File: config.mk
export PLATFORM = sky130hd
export DESIGN_NAME = multi_level_counter
export DESIGN_NICKNAME = d
export VERILOG_FILES = /design/src/rtl/level_counter_pkg.sv /design/src/rtl/level_channel.sv /design/src/rtl/multi_level_counter.sv
export SDC_FILE = /design/constraint.sdc
export NUM_CORES = 1
export LEC_CHECK = 0
export CAP_MARGIN = 10
export CORE_MARGIN = 1.5
export CORE_UTILIZATION = 55
export DETAILED_ROUTE_END_ITERATION = 8
export DONT_BUFFER_PORTS = 1
export GPL_ROUTABILITY_DRIVEN = 1
export PLACE_DENSITY = 0.72
export REMOVE_ABC_BUFFERS = 1
export SLEW_MARGIN = 20
export SYNTH_ARGS = -nofsm -noshare
export SYNTH_HDL_FRONTEND = slang
export SYNTH_SLANG_ARGS = --single-unit
export TNS_END_PERCENT = 10
File: constraint.sdc
create_clock -name CLK100MHZ -period 2.95 [get_ports CLK100MHZ]
set_input_delay 0.1475 -clock CLK100MHZ [delete_from_list [all_inputs] [get_ports CLK100MHZ]]
set_output_delay 0.1475 -clock CLK100MHZ [all_outputs]
set_load 0.02 [all_outputs]
File: src/rtl/level_counter_pkg.sv
// Shared types and the per-channel increment decode for the multi-level event counter.
package level_counter_pkg;

  typedef enum logic [1:0] {
    LEVEL = 2'b00,
    RISE  = 2'b01,
    FALL  = 2'b10,
    BOTH  = 2'b11
  } mode_e;

  // Edge modes need one valid prior sample, so they stay silent until primed.
  function automatic logic inc_decode(input mode_e m, input logic cur, input logic smp,
                                      input logic primed);
    logic inc;
    inc = 1'b0;
    case (m)
      LEVEL:   inc = cur;
      RISE:    inc = primed & cur & ~smp;
      FALL:    inc = primed & ~cur & smp;
      BOTH:    inc = primed & (cur ^ smp);
      default: inc = 1'b0;
    endcase
    return inc;
  endfunction

endpackage

File: src/rtl/level_channel.sv
// One counting channel: input synchronizer, tick-rate sample, mode decode, counter and sticky ovf.
module level_channel
  import level_counter_pkg::*;
#(
  parameter int WIDTH       = 8,
  parameter int SYNC_STAGES = 2
) (
  input  logic             clk,
  input  logic             reset,
  input  logic             lv_in,
  input  mode_e            mode,
  input  logic             sat_en,
  input  logic             clr,
  input  logic             tick,
  input  logic             primed,
  output logic [WIDTH-1:0] count,
  output logic             ovf
);

  localparam logic [WIDTH-1:0] CNT_MAX = '1;

  logic [SYNC_STAGES-1:0] sync_reg;
  logic                   smp_reg;
  logic [WIDTH-1:0]       count_reg;
  logic                   ovf_reg;
  logic                   lv_s;
  logic                   inc;

  assign lv_s = sync_reg[SYNC_STAGES-1];
  assign inc  = inc_decode(mode, lv_s, smp_reg, primed);

  always_ff @(posedge clk) begin
    if (!reset) begin
      sync_reg  <= '0;
      smp_reg   <= 1'b0;
      count_reg <= '0;
      ovf_reg   <= 1'b0;
    end else begin
      sync_reg <= {sync_reg[SYNC_STAGES-2:0], lv_in};
      // The sample tracks in every mode so a mode switch never sees a stale history.
      if (tick) smp_reg <= lv_s;
      if (clr) begin
        count_reg <= '0;
        ovf_reg   <= 1'b0;
      end else if (tick && inc) begin
        if (count_reg == CNT_MAX) begin
          ovf_reg <= 1'b1;
          if (!sat_en) count_reg <= '0;
        end else begin
          count_reg <= count_reg + WIDTH'(1);
        end
      end
    end
  end

  assign count = count_reg;
  assign ovf   = ovf_reg;

endmodule

File: src/rtl/multi_level_counter.sv
// N_CH-channel level/edge event counter sampled on a shared slow tick enable.
module multi_level_counter
  import level_counter_pkg::*;
#(
  parameter int N_CH        = 4,
  parameter int WIDTH       = 8,
  parameter int TICK_MAX    = 33000000,
  parameter int SYNC_STAGES = 2
) (
  input  logic                  CLK100MHZ,
  input  logic                  reset,
  input  logic [N_CH-1:0]       lv_in,
  input  logic [2*N_CH-1:0]     mode,
  input  logic [N_CH-1:0]       sat_en,
  input  logic [N_CH-1:0]       clr,
  output logic [N_CH*WIDTH-1:0] count,
  output logic [N_CH-1:0]       ovf,
  output logic                  tick
);

  localparam int TICK_W = $clog2(TICK_MAX);
  localparam logic [TICK_W-1:0] TCNT_LAST = TICK_W'(TICK_MAX - 1);

  logic [TICK_W-1:0] tcnt_reg;
  logic              primed_reg;
  logic              tick_now;

  // Decoded straight from the counter register, so it is a clean one-cycle strobe.
  assign tick_now = (tcnt_reg == TCNT_LAST);

  always_ff @(posedge CLK100MHZ) begin
    if (!reset) begin
      tcnt_reg   <= '0;
      primed_reg <= 1'b0;
    end else if (tick_now) begin
      tcnt_reg   <= '0;
      primed_reg <= 1'b1;
    end else begin
      tcnt_reg <= tcnt_reg + TICK_W'(1);
    end
  end

  assign tick = tick_now;

  generate
    for (genvar gi = 0; gi < N_CH; gi++) begin : g_ch
      level_channel #(
        .WIDTH      (WIDTH),
        .SYNC_STAGES(SYNC_STAGES)
      ) u_ch (
        .clk    (CLK100MHZ),
        .reset  (reset),
        .lv_in  (lv_in[gi]),
        .mode   (mode_e'(mode[2*gi +: 2])),
        .sat_en (sat_en[gi]),
        .clr    (clr[gi]),
        .tick   (tick_now),
        .primed (primed_reg),
        .count  (count[WIDTH*gi +: WIDTH]),
        .ovf    (ovf[gi])
      );
    end
  endgenerate

endmodule

==> impl_metrics.env <==
export IMPL_critPathKind="flop to flop"
export IMPL_synth_top_family_by_area="simple AND/OR/NAND/NOR gates"
export IMPL_cts_inserted_buffers=9
export IMPL_setup_total_negative_slack_ns=0
export IMPL_result_of_the_run="completed"
export IMPL_postLayoutSetupSlackWorst_ns=0.283
export IMPL_wire_length_of_the_first_global_routing_pass_microns=10900
export IMPL_syn_mean_instance_area_sq_um=8.57
export IMPL_required_ns=3.21
export IMPL_initial_cell_density_of_the_core=0.575
export IMPL_final_hold_violation_count=0
export IMPL_power_static_leakage_nw=1.29
export IMPL_largest_register_ff_count=32
export IMPL_category_of_the_worst_setup_path_launch_point="flop"
export IMPL_clkSinkCount=74
export IMPL_clock_transition_at_the_register_clock_pins_on_the_worst_setup_and_hold_paths_after_cts_ns=0.08
export IMPL_synthDominantAreaCellType="sky130_fd_sc_hd__dfxtp_1"
export IMPL_pre_cts_slack_ns=0.298
export IMPL_rows=28
export IMPL_vias_in_the_first_global_route=2483
export IMPL_power_per_cell_area_mw_per_mm2=469
export IMPL_die_width_microns=82.2
export IMPL_flow_area_growth_from_synthesis_pct=8.57
export IMPL_wire_per_inst_microns=14.5
export IMPL_yosys_register_bits=74
export IMPL_drcViolationCount=0
export IMPL_antenna_cells_inserted=0
export IMPL_summed_instance_area_of_the_synthesized_netlist_sq_mm=0.00345
export IMPL_worst_pin_slew_ns=0.918
export IMPL_grt_util_all_layers=0.213
export IMPL_synthDominantCellAreaShare=0.430
export IMPL_layout_skew_ns=0.0151
export IMPL_rsz0062_at_grt="false"
export IMPL_count_of_buffers_inserted_at_the_top_level_ports=0
export IMPL_critPathMaxFanout=6
export IMPL_initial_drc_count=59
export IMPL_timing_hold_worst_class="primary input to flop"
export IMPL_synth_enable_flop_cells=0
export IMPL_finalWeightedCongestion=0.862
export IMPL_post_cts_resized=0
export IMPL_route_antenna_remaining_nets=0
export IMPL_layout_nets=437
export IMPL_setup_viol=0
export IMPL_synth_adder_area_share=0.0182
export IMPL_die_h_microns=82.2
export IMPL_routed_wl_microns=7120
export IMPL_ys_dominant_reg_cell="sky130_fd_sc_hd__dfxtp_1"
export IMPL_hpwlAfterDp_microns=5000
export IMPL_synth_top_cells_by_count="sky130_fd_sc_hd__dfxtp_1, sky130_fd_sc_hd__nor2_1, sky130_fd_sc_hd__nand2_1"
export IMPL_vias_per_cell=5.87
export IMPL_fmax_ghz=0.375
export IMPL_placed_cell_area_sq_mm=0.00352
export IMPL_synth_seq_area_share=0.430
export IMPL_finalMaxSlewViolations=0
export IMPL_worst_skew_pair_late_latency_ns=0.35
export IMPL_synthesis_instances=402
export IMPL_fin_crit_sh=0.904
export IMPL_post_synth_and_or_nand_nor_area_fraction=0.299
export IMPL_tritoncts="done"
export IMPL_num_vias=2875
export IMPL_grt_overflow_total=0
export IMPL_drt_pass1_iter_count=4
export IMPL_worst_hold_path_num_cells=3
export IMPL_reg2regPathDepth=7
export IMPL_clock_tree_root="sky130_fd_sc_hd__clkbuf_8"
export IMPL_max_slew_margin_rel=0.383
export IMPL_synth_mux_area_frac=0.0236
export IMPL_share_of_the_core_filled_with_cells_in_the_final_layout=0.624
export IMPL_grt_start_max_net_pins=24
export IMPL_async_reset_ff_frac=0
export IMPL_pin_count=59
export IMPL_fin_area_sq_mm=0.00374
export IMPL_post_cts_buffers=0
export IMPL_cts_max_path_buffers=2
export IMPL_yosysMostFrequentCell="sky130_fd_sc_hd__dfxtp_1"
export IMPL_ys_types=52
export IMPL_synth_top_cells_by_area="sky130_fd_sc_hd__dfxtp_1, sky130_fd_sc_hd__nor2_1, sky130_fd_sc_hd__nand2_1, sky130_fd_sc_hd__xor2_1, sky130_fd_sc_hd__a21oi_1"
export IMPL_synth_compound_area_share=0.137
export IMPL_totalPowerFinal_mw=1.75
export IMPL_finalCriticalPeriod_ns=2.67
export IMPL_peakVddDrop_mv=0.303
export IMPL_antenna_found_initial=0
export IMPL_crit_arrival_ns=2.93
export IMPL_ys_warn_count=0
export IMPL_synth_xor_area_share=0.0585
export IMPL_cts_htree_levels=3
export IMPL_worst_setup_path_end_kind="flop"
export IMPL_total_die_area_sq_mm=0.00675
export IMPL_max_capacitance_violation_count=0
export IMPL_drive_above_1_share=0.0747
export IMPL_core_area_sq_mm=0.00599
cell type report:
type,instances,area (sq um)
fill,516,2250
multi-input combinational,301,1850
sequential,74,1480
clock buffer,11,141
timing repair buffer,12,103
tap,75,93.8
inverter,12,45.0
clock inverter,5,30.0
worst paths after layout:
| check | start | to | slack (ns) |
|---|---|---|---|
| hold / removal | clr[2] | g_ch[2].u_ch.count[6]$_SDFFE_PP0P_ | 0.04 |
| hold reg to reg | g_ch[3].u_ch.sync_reg[0]$_SDFF_PN0_ | g_ch[3].u_ch.sync_reg[1]$_SDFF_PN0_ | 0.43 |
| setup reg to reg | tcnt_reg[0]$_SDFF_PP0_ | g_ch[2].u_ch.count[5]$_SDFFE_PP0P_ | 0.28 |
| setup / recovery | tcnt_reg[0]$_SDFF_PP0_ | g_ch[2].u_ch.count[5]$_SDFFE_PP0P_ | 0.28 |
per-stage QoR:
step / instances / hold WS [ns]
after detailed placement: 469 / 0.272
after global placement: 469 / 0.269
after CTS: 490 / 0.0375
final: 490 / 0.0433
after floorplan: 387 / 0.265
after global routing: 490 / 0.0485
power breakdown:
part	internal, mW	leakage, nW	switching [mW]
Combinational	0.0174	0.609	0.0222
Sequential	1.01	0.598	0.00613
Clock	0.324	0.0851	0.378
Total	1.35	1.29	0.406
cell usage in the layout (no fill, tap or decap), types with 2 or more instances in the layout:
cell,instances
sky130_fd_sc_hd__a211oi_1,6
sky130_fd_sc_hd__a21boi_0,4
sky130_fd_sc_hd__a21oi_1,22
sky130_fd_sc_hd__a31oi_1,2
sky130_fd_sc_hd__a41o_1,2
sky130_fd_sc_hd__a41oi_1,4
sky130_fd_sc_hd__and2_1,11
sky130_fd_sc_hd__and3_1,10
sky130_fd_sc_hd__and4_1,3
sky130_fd_sc_hd__and4b_1,4
sky130_fd_sc_hd__buf_4,7
sky130_fd_sc_hd__clkbuf_8,10
sky130_fd_sc_hd__clkinv_2,3
sky130_fd_sc_hd__clkinvlp_4,2
sky130_fd_sc_hd__dfxtp_1,74
sky130_fd_sc_hd__dlygate4sd3_1,5
sky130_fd_sc_hd__ha_1,5
sky130_fd_sc_hd__inv_1,12
sky130_fd_sc_hd__mux2i_1,7
sky130_fd_sc_hd__nand2_1,40
sky130_fd_sc_hd__nand2b_1,8
sky130_fd_sc_hd__nand3_1,17
sky130_fd_sc_hd__nand4_1,14
sky130_fd_sc_hd__nand4b_1,4
sky130_fd_sc_hd__nor2_1,48
sky130_fd_sc_hd__nor3_1,13
sky130_fd_sc_hd__nor4_1,4
sky130_fd_sc_hd__o21ai_0,13
sky130_fd_sc_hd__o311ai_0,2
sky130_fd_sc_hd__or2_2,2
sky130_fd_sc_hd__or3_1,12
sky130_fd_sc_hd__or4_1,2
sky130_fd_sc_hd__xnor2_1,6
sky130_fd_sc_hd__xor2_1,17
logic make-up after synthesis:
family / Yosys count
compound gates: 67
xor+xnor: 23
fa+ha+maj: 5
buf+inv: 27
flops: 74
mux: 8
simple gates: 198
worst max-delay path, cell delays in order (launching register included):
cell                       delay, ns
sky130_fd_sc_hd__dfxtp_1        0.38
sky130_fd_sc_hd__ha_1           0.20
sky130_fd_sc_hd__nand3_1        0.19
sky130_fd_sc_hd__or4_1          0.63
sky130_fd_sc_hd__buf_4          0.19
sky130_fd_sc_hd__nor3_1         0.54
sky130_fd_sc_hd__a41oi_1        0.21
sky130_fd_sc_hd__a211oi_1       0.24
layer usage:
layer  up-vias  GRT usage  wire (microns)
met3         9     0.0560             372
li1       1455          -               -
met1      1358      0.261            3350
met5         -          0               0
met4         0     0.0864              93
met2        53      0.356            3310
timing repair:
| item | CTS | global route |
|---|---|---|
| hold buffers | 5 | 0 |
| hold endpoints to repair | 15 | 0 |
| setup endpoints to repair | 0 | 0 |
Power figures use the tool's default switching activity.
